==> src/rtl/rotary_counter_if.sv <==
// Instruction, encoder-pin and read-result bundle of rotary_counter.
// Master drives instructions and pins; slave returns the registered read data and error.
interface rotary_counter_if #(
  parameter int CHANNELS  = 2,
  parameter int CNT_WIDTH = 8
);
  logic [11:0]             inst;
  logic                    inst_en;
  logic [2*CHANNELS-1:0]   rotary;
  logic [CNT_WIDTH-1:0]    data;
  logic                    error;

  modport master (output inst, inst_en, rotary, input data, error);
  modport slave  (input inst, inst_en, rotary, output data, error);
endinterface

==> src/rtl/rotary_counter.sv <==
// Multi-channel x4 quadrature counter; pin-to-count 3 clocks, read data valid 1 clock after inst_en.
// No backpressure: an instruction is accepted every cycle, an illegal one locks the block in Error until reset.
module rotary_counter #(
  parameter int CHANNELS  = 2,
  parameter int CNT_WIDTH = 8,
  parameter int SATURATE  = 0
) (
  input  logic             clock,
  input  logic             reset,
  rotary_counter_if.slave  bus
);

  typedef enum logic [1:0] {ST_RESET, ST_READY, ST_ERROR} state_e;

  localparam logic [3:0] OP_RDC  = 4'h1;
  localparam logic [3:0] OP_RDCC = 4'h2;
  localparam logic [3:0] OP_CLR  = 4'h3;
  localparam logic [3:0] OP_RDG  = 4'h4;

  localparam logic [CNT_WIDTH-1:0] CNT_MAX = {1'b0, {(CNT_WIDTH-1){1'b1}}};
  localparam logic [CNT_WIDTH-1:0] CNT_MIN = {1'b1, {(CNT_WIDTH-1){1'b0}}};
  localparam logic [CNT_WIDTH-1:0] CNT_ONE = CNT_WIDTH'(1);
  localparam logic [8:0]           CH_LIM  = 9'(CHANNELS);

  state_e                  state_q, state_d;
  logic [2*CHANNELS-1:0]   sync1_q, sync2_q, prev_q;
  logic [CNT_WIDTH-1:0]    cnt_q [CHANNELS];
  logic [CNT_WIDTH-1:0]    cnt_d [CHANNELS];
  logic [CHANNELS-1:0]     glitch_q, glitch_d;
  logic [CNT_WIDTH-1:0]    data_q, data_d;

  logic [3:0]              op;
  logic [8:0]              ch_ext;
  logic                    op_acc, bad;
  logic [CHANNELS-1:0]     inc, dec, glt, sel;

  // Gray-code position of {B,A}; forward rotation advances the position by one.
  function automatic logic [1:0] phase_pos(input logic [1:0] ba);
    case (ba)
      2'b00:   phase_pos = 2'd0;
      2'b01:   phase_pos = 2'd1;
      2'b11:   phase_pos = 2'd2;
      default: phase_pos = 2'd3;
    endcase
  endfunction

  assign op     = bus.inst[11:8];
  assign ch_ext = {1'b0, bus.inst[7:0]};
  assign op_acc = (op >= OP_RDC) && (op <= OP_RDG);
  assign bad    = bus.inst_en && ((op > OP_RDG) || (op_acc && (ch_ext >= CH_LIM)));

  for (genvar g = 0; g < CHANNELS; g++) begin : g_dec
    logic [1:0] diff;
    assign diff   = phase_pos(sync2_q[2*g +: 2]) - phase_pos(prev_q[2*g +: 2]);
    assign inc[g] = (diff == 2'd1);
    assign dec[g] = (diff == 2'd3);
    assign glt[g] = (diff == 2'd2);
    assign sel[g] = bus.inst_en && (ch_ext == 9'(g));
  end

  always_comb begin
    state_d  = state_q;
    data_d   = data_q;
    glitch_d = glitch_q;
    cnt_d    = cnt_q;
    unique case (state_q)
      ST_RESET: state_d = ST_READY;
      ST_READY: begin
        if (bad) begin
          state_d = ST_ERROR;
        end else begin
          for (int i = 0; i < CHANNELS; i++) begin
            // Clearing reloads with this cycle's delta so a coincident step survives.
            if (sel[i] && ((op == OP_RDCC) || (op == OP_CLR))) cnt_d[i] = '0;
            if (inc[i] && !((SATURATE != 0) && (cnt_d[i] == CNT_MAX)))
              cnt_d[i] = cnt_d[i] + CNT_ONE;
            else if (dec[i] && !((SATURATE != 0) && (cnt_d[i] == CNT_MIN)))
              cnt_d[i] = cnt_d[i] - CNT_ONE;
            if (sel[i] && (op == OP_RDG)) glitch_d[i] = 1'b0;
            if (glt[i]) glitch_d[i] = 1'b1;
            if (sel[i] && ((op == OP_RDC) || (op == OP_RDCC))) data_d = cnt_q[i];
            if (sel[i] && (op == OP_RDG)) data_d = {{(CNT_WIDTH-1){1'b0}}, glitch_q[i]};
          end
        end
      end
      default: state_d = ST_ERROR;
    endcase
    if (state_d == ST_ERROR) begin
      data_d   = '0;
      glitch_d = '0;
      for (int i = 0; i < CHANNELS; i++) cnt_d[i] = '0;
    end
  end

  always_ff @(posedge clock or negedge reset) begin
    if (!reset) begin
      state_q  <= ST_RESET;
      sync1_q  <= '0;
      sync2_q  <= '0;
      prev_q   <= '0;
      glitch_q <= '0;
      data_q   <= '0;
      cnt_q    <= '{default: '0};
    end else begin
      state_q  <= state_d;
      sync1_q  <= bus.rotary;
      sync2_q  <= sync1_q;
      prev_q   <= sync2_q;
      glitch_q <= glitch_d;
      data_q   <= data_d;
      cnt_q    <= cnt_d;
    end
  end

  assign bus.data  = data_q;
  assign bus.error = (state_q == ST_ERROR);

endmodule
==> src/flat_wrapper.sv <==
// flat-port wrapper written by rule: the top's interface ports become plain ports
module rotary_counter_flat 
#(
  parameter int CHANNELS  = 2,
  parameter int CNT_WIDTH = 8,
  parameter int SATURATE  = 0
)
  (clock, reset, bus_inst, bus_inst_en, bus_rotary, bus_data, bus_error);
  rotary_counter_if #(.CHANNELS(CHANNELS), .CNT_WIDTH(CNT_WIDTH)) bus_i ();
  input  logic clock;
  input  logic reset;
  input wire logic [$bits(bus_i.inst)-1:0] bus_inst;
  input wire logic [$bits(bus_i.inst_en)-1:0] bus_inst_en;
  input wire logic [$bits(bus_i.rotary)-1:0] bus_rotary;
  output wire logic [$bits(bus_i.data)-1:0] bus_data;
  output wire logic [$bits(bus_i.error)-1:0] bus_error;
  assign bus_i.inst = bus_inst;
  assign bus_i.inst_en = bus_inst_en;
  assign bus_i.rotary = bus_rotary;
  assign bus_data = bus_i.data;
  assign bus_error = bus_i.error;
  rotary_counter #(.CHANNELS(CHANNELS), .CNT_WIDTH(CNT_WIDTH), .SATURATE(SATURATE)) u_core (.clock(clock), .reset(reset), .bus(bus_i));
endmodule
==> config.mk <==
export PLATFORM = sky130hd
export DESIGN_NAME = rotary_counter_flat
export DESIGN_NICKNAME = d
export VERILOG_FILES = /design/src/rtl/rotary_counter_if.sv /design/src/rtl/rotary_counter.sv /design/src/flat_wrapper.sv
export SDC_FILE = /design/constraint.sdc
export NUM_CORES = 1
export LEC_CHECK = 0
export CAP_MARGIN = 20
export CELL_PAD_IN_SITES_DETAIL_PLACEMENT = 0
export CELL_PAD_IN_SITES_GLOBAL_PLACEMENT = 1
export CORE_ASPECT_RATIO = 1.75
export CORE_MARGIN = 2
export CORE_UTILIZATION = 41
export CTS_BUF_LIST = sky130_fd_sc_hd__clkbuf_8
export CTS_CLUSTER_DIAMETER = 40
export CTS_CLUSTER_SIZE = 24
export DETAILED_ROUTE_END_ITERATION = 6
export GPL_TIMING_DRIVEN = 0
export PLACE_DENSITY_LB_ADDON = 0.05
export RECOVER_POWER = 50
export SLEW_MARGIN = 30
export SYNTH_ARGS = -nofsm -noshare
export SYNTH_HDL_FRONTEND = slang
export SYNTH_SLANG_ARGS = --single-unit
export TNS_END_PERCENT = 100
==> constraint.sdc <==
create_clock -name clock -period 2.58 [get_ports clock]
set_input_delay 0.387 -clock clock [delete_from_list [all_inputs] [get_ports clock]]
set_output_delay 0.387 -clock clock [all_outputs]
set_load 0.01 [all_outputs]
==> impl_metrics.toml <==
[pwr]
powerDensity_mw_per_mm2 = 486
leakage_nw = 1.40
worst_ir_drop_vdd_mv = 0.242

[floorplanning]
dieHeight_um = 109
die_w_um = 64.2
coreArea_mm2 = 0.00618
ioPinCount = 28
initial_core_util_pct = 42.1
dieArea_mm2 = 0.00702
core.rowCount = 38

[placement]
pre_cts_ws_ns = -1.02
place_area_mm2 = 0.00297
gp_congestion = 0.839
dp.final_hpwl_um = 5540
io_buffers = 25

[global_routing]
grt_use_met1_pct = 25.6
grt.busiest_layer = "met2"
antenna_found_initial = 0
grtUsageMet2_pct = 40.7
grtUsageTotal_pct = 22.4
grt_pass1_wl_um = 11900
grt_pass1_vias = 2285
grt_util_met3_pct = 2.97
grt_max_degree = 26
grt_overflow = 0

[synthesis]
ys_seq_elements = 40
synth_nets = 318
synth_cell_types = 56
synth_edf_count = 0
yosys.area.top_type = "dfrtp_1"
syn_avg_cell_area_um2 = 9.12
synth_cells = 285
synthArstFlopShare_pct = 100
synth_ff_type = "dfrtp_1"
synth.area.top_cells = "dfrtp_1, ha_1, a22o_1"
ys_warn_count = 0
synth_seq_area_share_pct = 38.5
yosysTopAreaCellShare_pct = 38.5
syn_area_mm2 = 0.00260

[sta]
fmax_ghz = 0.416
fin_skew_ns = 0.00861
fin_crit_ns = 2.41
tightest_slew_ns = 1.33
relSlewSlack_pct = 11.4
hold_viol = 0
grt_setup_unrepaired = "no"
slew_viol_final = 0
setup_viol = 0
period_share_pct = 93.3
whs_ns = 0.354
worst_slack_ns = 0.174

[clock_network]
cts_made_buffers = 5
cts_buffer_depth = 2
cts_root_buf = "clkbuf_8"
htreeDepth = 2
clock_latency_ns = 0.31
clkTransAtPathRegs_ns = 0.08
clock-sinks = 40
cts_tree = "yes"
postCtsHoldBufs = 0

[route]
ant_nets = 0
drt_iter0_markers = 112
drc = 0
vias = 2362
viasPerCell = 5.88
dr.pass1.iters = 4
wire_per_inst_um = 17.8
wirelength_um = 7170

[worst_setup_path]
crit_arrival_ns = 2.64
crit_type = "input pin to flip-flop"
required_ns = 2.81
crit_chain = "dlygate4sd2_1, or4_4, or4_4, nand2_2, inv_1, ha_2, nand3_1, nor4b_2, o22ai_1, a21oi_1, o22ai_1"
crit_end = "u_core.cnt_q[6]"
cp_slowest_cell = "or4_4"
max_stage_delay_ns = 0.54
crit_path_end_kind = "flip-flop"
cp-startpoint = "bus_inst[1]"
r2r-start = "u_core.cnt_q[2]"
critPathMaxFanout = 4
r2r_slack_ns = 0.19
r2r_cells = 6
worstReg2RegEnd = "u_core.cnt_q[7]"
critPathLaunchType = "input pin"

[final_layout]
fin_nets = 354
post-route-util_pct = 50.7
layout_commonest_cell = "dfrtp_1"
drive_gt1_share_pct = 11.2
insertedDiodeCount = 0
area_growth_pct = 20.5
layout_common_cells = "dfrtp_1, nor2_1, inv_1"
fin_area_mm2 = 0.00313

[run_status]
status = "finished, final reports clean"

[worst_hold_path]
hold_path.class = "input pin to asynchronous set/reset pin"

[flow_run]
maxCapViolations = 0
-- worst max-delay path, delay by kind of cell --
family                     cells  cell delay [ns]
AOI/OAI and AO/OA              3             0.48
and+or+nand+nor                5             1.25
adders and majority gates      1             0.18
buffers and inverters          2             0.33
-- per-layer routing --
layer	vias to the layer above	routed length, um
li1	1134	-
met3	15	246
met2	57	3890
met1	1156	2770
met5	-	0
met4	0	258
-- cells in the mapped netlist, types with 6 or more instances --
| cell type | count |
|---|---|
| dfrtp_1 | 40 |
| nor2_1 | 24 |
| inv_1 | 23 |
| nand2_1 | 23 |
| a21oi_1 | 18 |
| a22o_1 | 16 |
| ha_1 | 14 |
| o21ai_0 | 11 |
| clkbuf_1 | 8 |
| nor3_1 | 7 |
| o22ai_1 | 7 |
| a211oi_1 | 6 |
-- state kept, by name (all words and copies together), names as in the netlist --
name	count
u_core.bus.data	8
u_core.glitch_q	2
u_core.sync2_q	4
u_core.prev_q	4
u_core.sync1_q	4
u_core.state_q	2
u_core.cnt_q	16
-- worst min-delay path by stage --
stage | depth (start not counted) | from | to
global route | 0 | u_core.sync1_q[3] | u_core.sync2_q[3]
finish | 1 | reset | u_core.sync2_q[1]
global placement | 0 | u_core.sync1_q[0] | u_core.sync2_q[0]
floorplan | 0 | reset | u_core.bus.data[0]
CTS | 1 | reset | u_core.sync2_q[1]
detailed placement | 0 | u_core.sync1_q[1] | u_core.sync2_q[1]
-- per-stage QoR --
stage                     total power [W]  TNS [ns]  instances
final                             0.00152         0        402
after global routing              0.00161         0        402
after CTS                         0.00154         0        399
after detailed placement          0.00100    -13.49        391
after global placement           0.000995    -12.73        390
after floorplan                  0.000882         0        285
-- cells by family (layout without fill, tap and decap cells) --
kind of cell	count (synthesis)	in the layout	share of synthesized area, %
muxes	2	2	0.770
AOI/OAI and AO/OA	91	91	25.2
buffers and inverters	34	71	5.29
and+or+nand+nor	98	98	19.8
adders and majority gates	14	14	6.74
xor gates and xnor gates	6	6	3.66
DFF	40	40	38.5
-- layout make-up --
type / count / area (um^2)
fillers: 635 / 3050
inverters: 23 / 86.3
repair buffers: 30 / 254
multi-input cells: 211 / 1540
flip-flops and latches: 40 / 1000
clock inverters: 3 / 42.5
clock buffers: 5 / 68.8
plain buffers: 10 / 43.8
well taps: 80 / 100
-- report_power, final --
| part | total [W] | internal [W] | switching (W) |
|---|---|---|---|
| combinational | 0.000348 | 0.000136 | 0.000212 |
| clock | 0.000524 | 0.000286 | 0.000237 |
| sequential | 0.000652 | 0.000641 | 0.0000107 |
-- timing repair --
item	CTS	global route
gates resized for setup	22	15
setup endpoints to repair	24	5
buffers inserted	1	3
pin swaps	5	9
Power figures use the tool's default switching activity.
==> RTL edit 1: new RTL, same settings <==
`SATURATE` is set to 0 in 2 places; all go to 1.
--- a/src/rtl/rotary_counter.sv
+++ b/src/rtl/rotary_counter.sv
@@ -3,7 +3,7 @@
 module rotary_counter #(
   parameter int CHANNELS  = 2,
   parameter int CNT_WIDTH = 8,
-  parameter int SATURATE  = 0
+  parameter int SATURATE  = 1
 ) (
   input  logic             clock,
   input  logic             reset,
--- a/src/flat_wrapper.sv
+++ b/src/flat_wrapper.sv
@@ -3,7 +3,7 @@
 #(
   parameter int CHANNELS  = 2,
   parameter int CNT_WIDTH = 8,
-  parameter int SATURATE  = 0
+  parameter int SATURATE  = 1
 )
   (clock, reset, bus_inst, bus_inst_en, bus_rotary, bus_data, bus_error);
   rotary_counter_if #(.CHANNELS(CHANNELS), .CNT_WIDTH(CNT_WIDTH)) bus_i ();
Function: same outputs for any inputs over 10 cycles, from zero or initial values and one cycle with reset low; that may be too few to reach the edited logic, so the function may still have changed.
==> RTL edit 1 against the original RTL <==
Sequential cell count did not move. Utilization rose by 4.0 points. Area after synthesis rose by 10%. Maximum frequency fell by 5.3%. Critical path type is now register to register. Hold slack barely moved. Total power rose by 1.3%. Final area rose by 19%. Worst setup slack got worse by 0.14 ns. Via count rose by 16%. Largest power group unchanged. Cell count rose by 11%. Non-clock buffer count rose by 23. Global-route usage rose by 1.3 points. Wire length rose by 19%. Largest cell class unchanged.
==> RTL edit 1: results (changes against the original RTL) <==
cts_made_buffers: 5  # unchanged
synth_area_leaders: "dfrtp_1, ha_1, a22o_1"
comb-power_w: 0.000434  # +25%
arrival_ns: 2.75  # +0.11 ns
io_buffers: 27  # +8.0%
drive_gt1_share_pct: 23.42  # +12 points
fin_cells: 447  # +11%
seq_area_frac_synth_pct: 34.86  # -3.6 points
gp_congestion: 0.8446  # +0.73%
clock_skew_ns: 0.005300  # -0.003308 ns
fin_nets: 397  # +12%
grt_pass1_wl_um: 13540  # +14%
p_leak_nw: 1.634  # +16%
hold_class: "register to register"
grt_max_degree: 28  # +7.7%
relSlewSlack_pct: 50.12  # +39 points
wirelength_um: 8535  # +19%
rr_worst_depth: 8  # +2
power_frac_seq_pct: 42.2  # -0.6 points
reg2reg_to: "u_core.cnt_q[12]$_DFFE_PN0P_"
synthCells: 310  # +8.8%
ys_types: 63  # +13%
status: "completed"
viasPerCell: 6.145  # +4.6%
cp-startpoint: "u_core.sync2_q[0]$_DFF_PN0_"
worstPathMaxFanout: 3  # -1
grt_use_total_pct: 23.70  # +1.3 points
switching_share_pct: 32.73  # +2.5 points
yosys-top-cells-count: "dfrtp_1, inv_1, nand2_1"
grt_pass1_vias: 2744  # +20%
post-dp-hpwl_um: 6222  # +12%
fillers: 666  # +4.9%
reg2reg_setup_slack_ns: 0.04  # -0.15 ns
synth_fp_nets: 345  # +8.5%
vdd_drop_max_v: 0.0002667  # +10%
dpl.cell_count: 422  # +7.9%
RTL edit 1: cell count changes after synthesis, sizes merged, moves of 4 or more:
cell	before	now
nor2	24	17
a221o	0	4
o21ai	11	16
o22ai	7	0
a32oi	0	4
a2111oi	1	5
o32ai	5	1
and3	3	9
a211o	1	5
clkbuf	8	13
a21oi	18	12
a31oi	2	9
RTL edit 1: stage by stage:
step                area [µm²]  utilization (%)  hold WS, ns  setup WS, ns   power, W
finish                    3721            54.67       0.3537       0.03766   0.001544
global route              3721            54.67       0.3636      -0.01542   0.001624
CTS                       3638            53.46       0.3565     0.0004985   0.001540
detailed placement        3357            49.32       0.3094        -1.220   0.001050
global placement          3342            49.10       0.3347        -1.233   0.001045
floorplan                 2967                -      0.09141      -0.05750  0.0009130
RTL edit 1: kinds of logic (layout without fill, tap and decap cells):
| group | count (synthesis) | in the layout | synth area share [%] |
|---|---|---|---|
| xor gates and xnor gates | 4 | 4 | 3.224 |
| adders and majority gates | 16 | 16 | 6.972 |
| buffers and inverters | 41 | 94 | 5.534 |
| DFF | 40 | 40 | 34.86 |
| and+or+nand+nor | 101 | 101 | 20.57 |
| muxes | 1 | 1 | 0.3486 |
| AOI/OAI and AO/OA | 107 | 107 | 28.50 |
RTL edit 1: timing repair:
| action | 4_1_cts | 5_1_grt |
|---|---|---|
| hold endpoints to repair | 13 | 0 |
| pin swaps | 10 | 13 |
| endpoints found under the setup margin | 16 | 15 |
| gates resized for setup | 35 | 38 |
| hold buffers | 1 | 0 |
| setup buffers | 13 | 3 |
RTL edit 1: final cells by class:
| class | instances | area share (%) |
|---|---|---|
| multi-input combinational | 229 | 52.49 |
| inverter | 23 | 2.320 |
| clock buffer | 6 | 2.219 |
| buffer | 18 | 3.060 |
| clock inverter | 2 | 0.2690 |
| tap | 84 | 2.824 |
| timing repair buffer | 45 | 9.919 |
| sequential | 40 | 26.90 |
RTL edit 1: worst max path at each step:
stage | endpoint | depth (start not counted)
after floorplan | u_core.cnt_q[4]$_DFFE_PN0P_ | 12
after global placement | u_core.cnt_q[4]$_DFFE_PN0P_ | 13
after detailed placement | u_core.cnt_q[3]$_DFFE_PN0P_ | 13
after CTS | u_core.cnt_q[4]$_DFFE_PN0P_ | 13
after global routing | u_core.cnt_q[4]$_DFFE_PN0P_ | 13
final | u_core.cnt_q[12]$_DFFE_PN0P_ | 8
RTL edit 1: layer usage:
layer	vias to the layer above	track usage, %	share of wire [%]
met1	1387	24.66	38
met5	-	0	0
met3	23	4.621	3.1
li1	1285	-	-
met4	0	12.24	3.4
met2	52	43.30	56
RTL edit 1: worst max-delay path: stages, from the launching register on:
cell and delay (ns):
dfrtp_1 0.38, inv_1 0.05, ha_1 0.29, ha_1 0.21, xnor3_1 0.45, a2111oi_0 0.50, a31oi_1 0.12, a31o_1 0.25
a22o_1 0.17
==> RTL edit 2: new RTL, same settings <==
Without the edit above. Re-encode `state_e` (3 states) as one-hot, 3 bits wide.
--- a/src/rtl/rotary_counter.sv
+++ b/src/rtl/rotary_counter.sv
@@ -10,7 +10,7 @@
   rotary_counter_if.slave  bus
 );
 
-  typedef enum logic [1:0] {ST_RESET, ST_READY, ST_ERROR} state_e;
+  typedef enum logic [2:0] {ST_RESET = 3'b001, ST_READY = 3'b010, ST_ERROR = 3'b100} state_e;
 
   localparam logic [3:0] OP_RDC  = 4'h1;
   localparam logic [3:0] OP_RDCC = 4'h2;
Behaviour: same outputs for any inputs over 10 cycles, from zero or initial values and one cycle with reset low; not proved beyond that.
==> RTL edit 2 against the original RTL <==
First-iteration DRC count increased by 28%. Final area increased by 4.9%. Wire length decreased by 1.7%. Sequential cell count increased by 1. Utilization increased by 2.9 points. Worst setup slack got worse by 0.13 ns. Area after synthesis decreased by 1.8%. Total power decreased by 4.5%. Critical endpoint is now u_core.cnt_q[4]$_DFFE_PN0P_. Largest cell class unchanged. Largest power group unchanged.
==> RTL edit 2: results (changes against the original RTL) <==
synth_fp_nets: 313  # -1.6%
place_ws_ns: -1.112  # -0.09693 ns
post-dp-hpwl_um: 5248  # -5.3%
met2_length_um: 4084  # +4.9%
fin_nets: 358  # +1.1%
max_stage_delay_ns: 0.57  # +0.03 ns
vdd_drop_max_v: 0.0003700  # +53%
rr_worst_depth: 10  # +4
arrival_ns: 2.73  # +0.09 ns
hold_class: "register to register"
final.min_clock_period_ns: 2.533  # +0.1267 ns
seq_area_frac_synth_pct: 40.23  # +1.7 points
finalHoldWorstSlack_ns: 0.3534  # -0.0005260 ns
p_leak_nw: 1.446  # +3.0%
yosys-top-cells-count: "dfrtp_1, nand2_1, inv_1"
viasPerCell: 5.667  # -3.6%
gp_congestion: 0.8384  # about the same
ys_types: 64  # +14%
io_buffers: 27  # +8.0%
clock_skew_ns: 0.005434  # -0.003174 ns
status: "completed"
wl_met3_um: 149  # -39%
drive_gt1_share_pct: 19.69  # +8.5 points
grt_max_degree: 28  # +7.7%
grt_pass1_vias: 2356  # +3.1%
grt_pass1_wl_um: 11730  # -1.3%
drtIter0Drc: 143  # +28%
wirelength_um: 7048  # -1.7%
RTL edit 2: changes by cell type after synthesis, moves of 4 or more:
cell      change
o32ai_1       -5
nor3_1        -4
o21ai_0       +9
nor2_1        -5
and3_1        +6
o22ai_1       -4
a22o_1       -15
nand2_1       +6
a31oi_1       +4
a211oi_1      -4
RTL edit 2: what timing repair did:
item,in CTS,in global routing
endpoints found under the hold margin,13,0
buffers inserted,7,4
pin swaps,6,10
resized for setup,39,32
hold buffers,1,0
setup endpoints to repair,23,19
RTL edit 2: area by class of cell:
class	count	share of cell area (%)
Inverter	22	2.589
Timing Repair Buffer	40	11.01
Sequential cell	41	31.26
Multi-Input combinational cell	207	47.49
Buffer	8	1.447
Clock inverter	2	1.066
Clock buffer	5	2.094
Tap cell	80	3.046
RTL edit 2: per-layer routing:
layer	vias up	global-route usage, %
met3	10	3.538
met5	-	0
met2	31	43.61
li1	1121	-
met4	0	9.783
met1	1133	22.89
RTL edit 2: logic make-up after synthesis:
| kind of cell | Yosys count | share of synthesized area [%] |
|---|---|---|
| flops | 41 | 40.23 |
| fa+ha+maj | 14 | 6.859 |
| compound gates | 85 | 22.98 |
| other cells | 1 | 0.1468 |
| xor+xnor | 6 | 3.773 |
| buf+inv | 32 | 5.046 |
| mux | 2 | 0.8329 |
| simple gates | 99 | 20.14 |
RTL edit 2: path summary, 6_finish.rpt:
| path | startpoint | endpoint |
|---|---|---|
| setup / recovery | bus_inst[11] | u_core.cnt_q[4]$_DFFE_PN0P_ |
| hold / removal | u_core.sync1_q[0]$_DFF_PN0_ | u_core.sync2_q[0]$_DFF_PN0_ |
| setup reg to reg | u_core.sync2_q[0]$_DFF_PN0_ | u_core.cnt_q[14]$_DFFE_PN0P_ |
| hold reg to reg | u_core.sync1_q[0]$_DFF_PN0_ | u_core.sync2_q[0]$_DFF_PN0_ |
| max in group asynchronous | reset | u_core.cnt_q[11]$_DFFE_PN0P_ |
| min in group asynchronous | reset | u_core.prev_q[0]$_DFF_PN0_ |
RTL edit 2: power by group:
| part | internal (W) | switching [W] | total (W) | leakage, nW |
|---|---|---|---|---|
| clock network | 0.000281 | 0.000223 | 0.000504 | 0.0540 |
| logic | 0.000124 | 0.000168 | 0.000293 | 0.856 |
| registers | 0.000653 | 0.00000583 | 0.000659 | 0.537 |
| total | 0.00106 | 0.000397 | 0.00146 | 1.45 |
RTL edit 2: through the flow:
step / area [µm²] / std cells / utilization (%) / power [W]
6_report: 3286 / 405 / 53.57 / 0.001455
5_1_grt: 3286 / 405 / 53.57 / 0.001528
4_1_cts: 3206 / 403 / 52.26 / 0.001455
3_5_place_dp: 2979 / 388 / 48.57 / 0.0009282
3_3_place_gp: 2964 / 387 / 48.33 / 0.0009228
2_1_floorplan: 2594 / 280 / - / 0.0008270
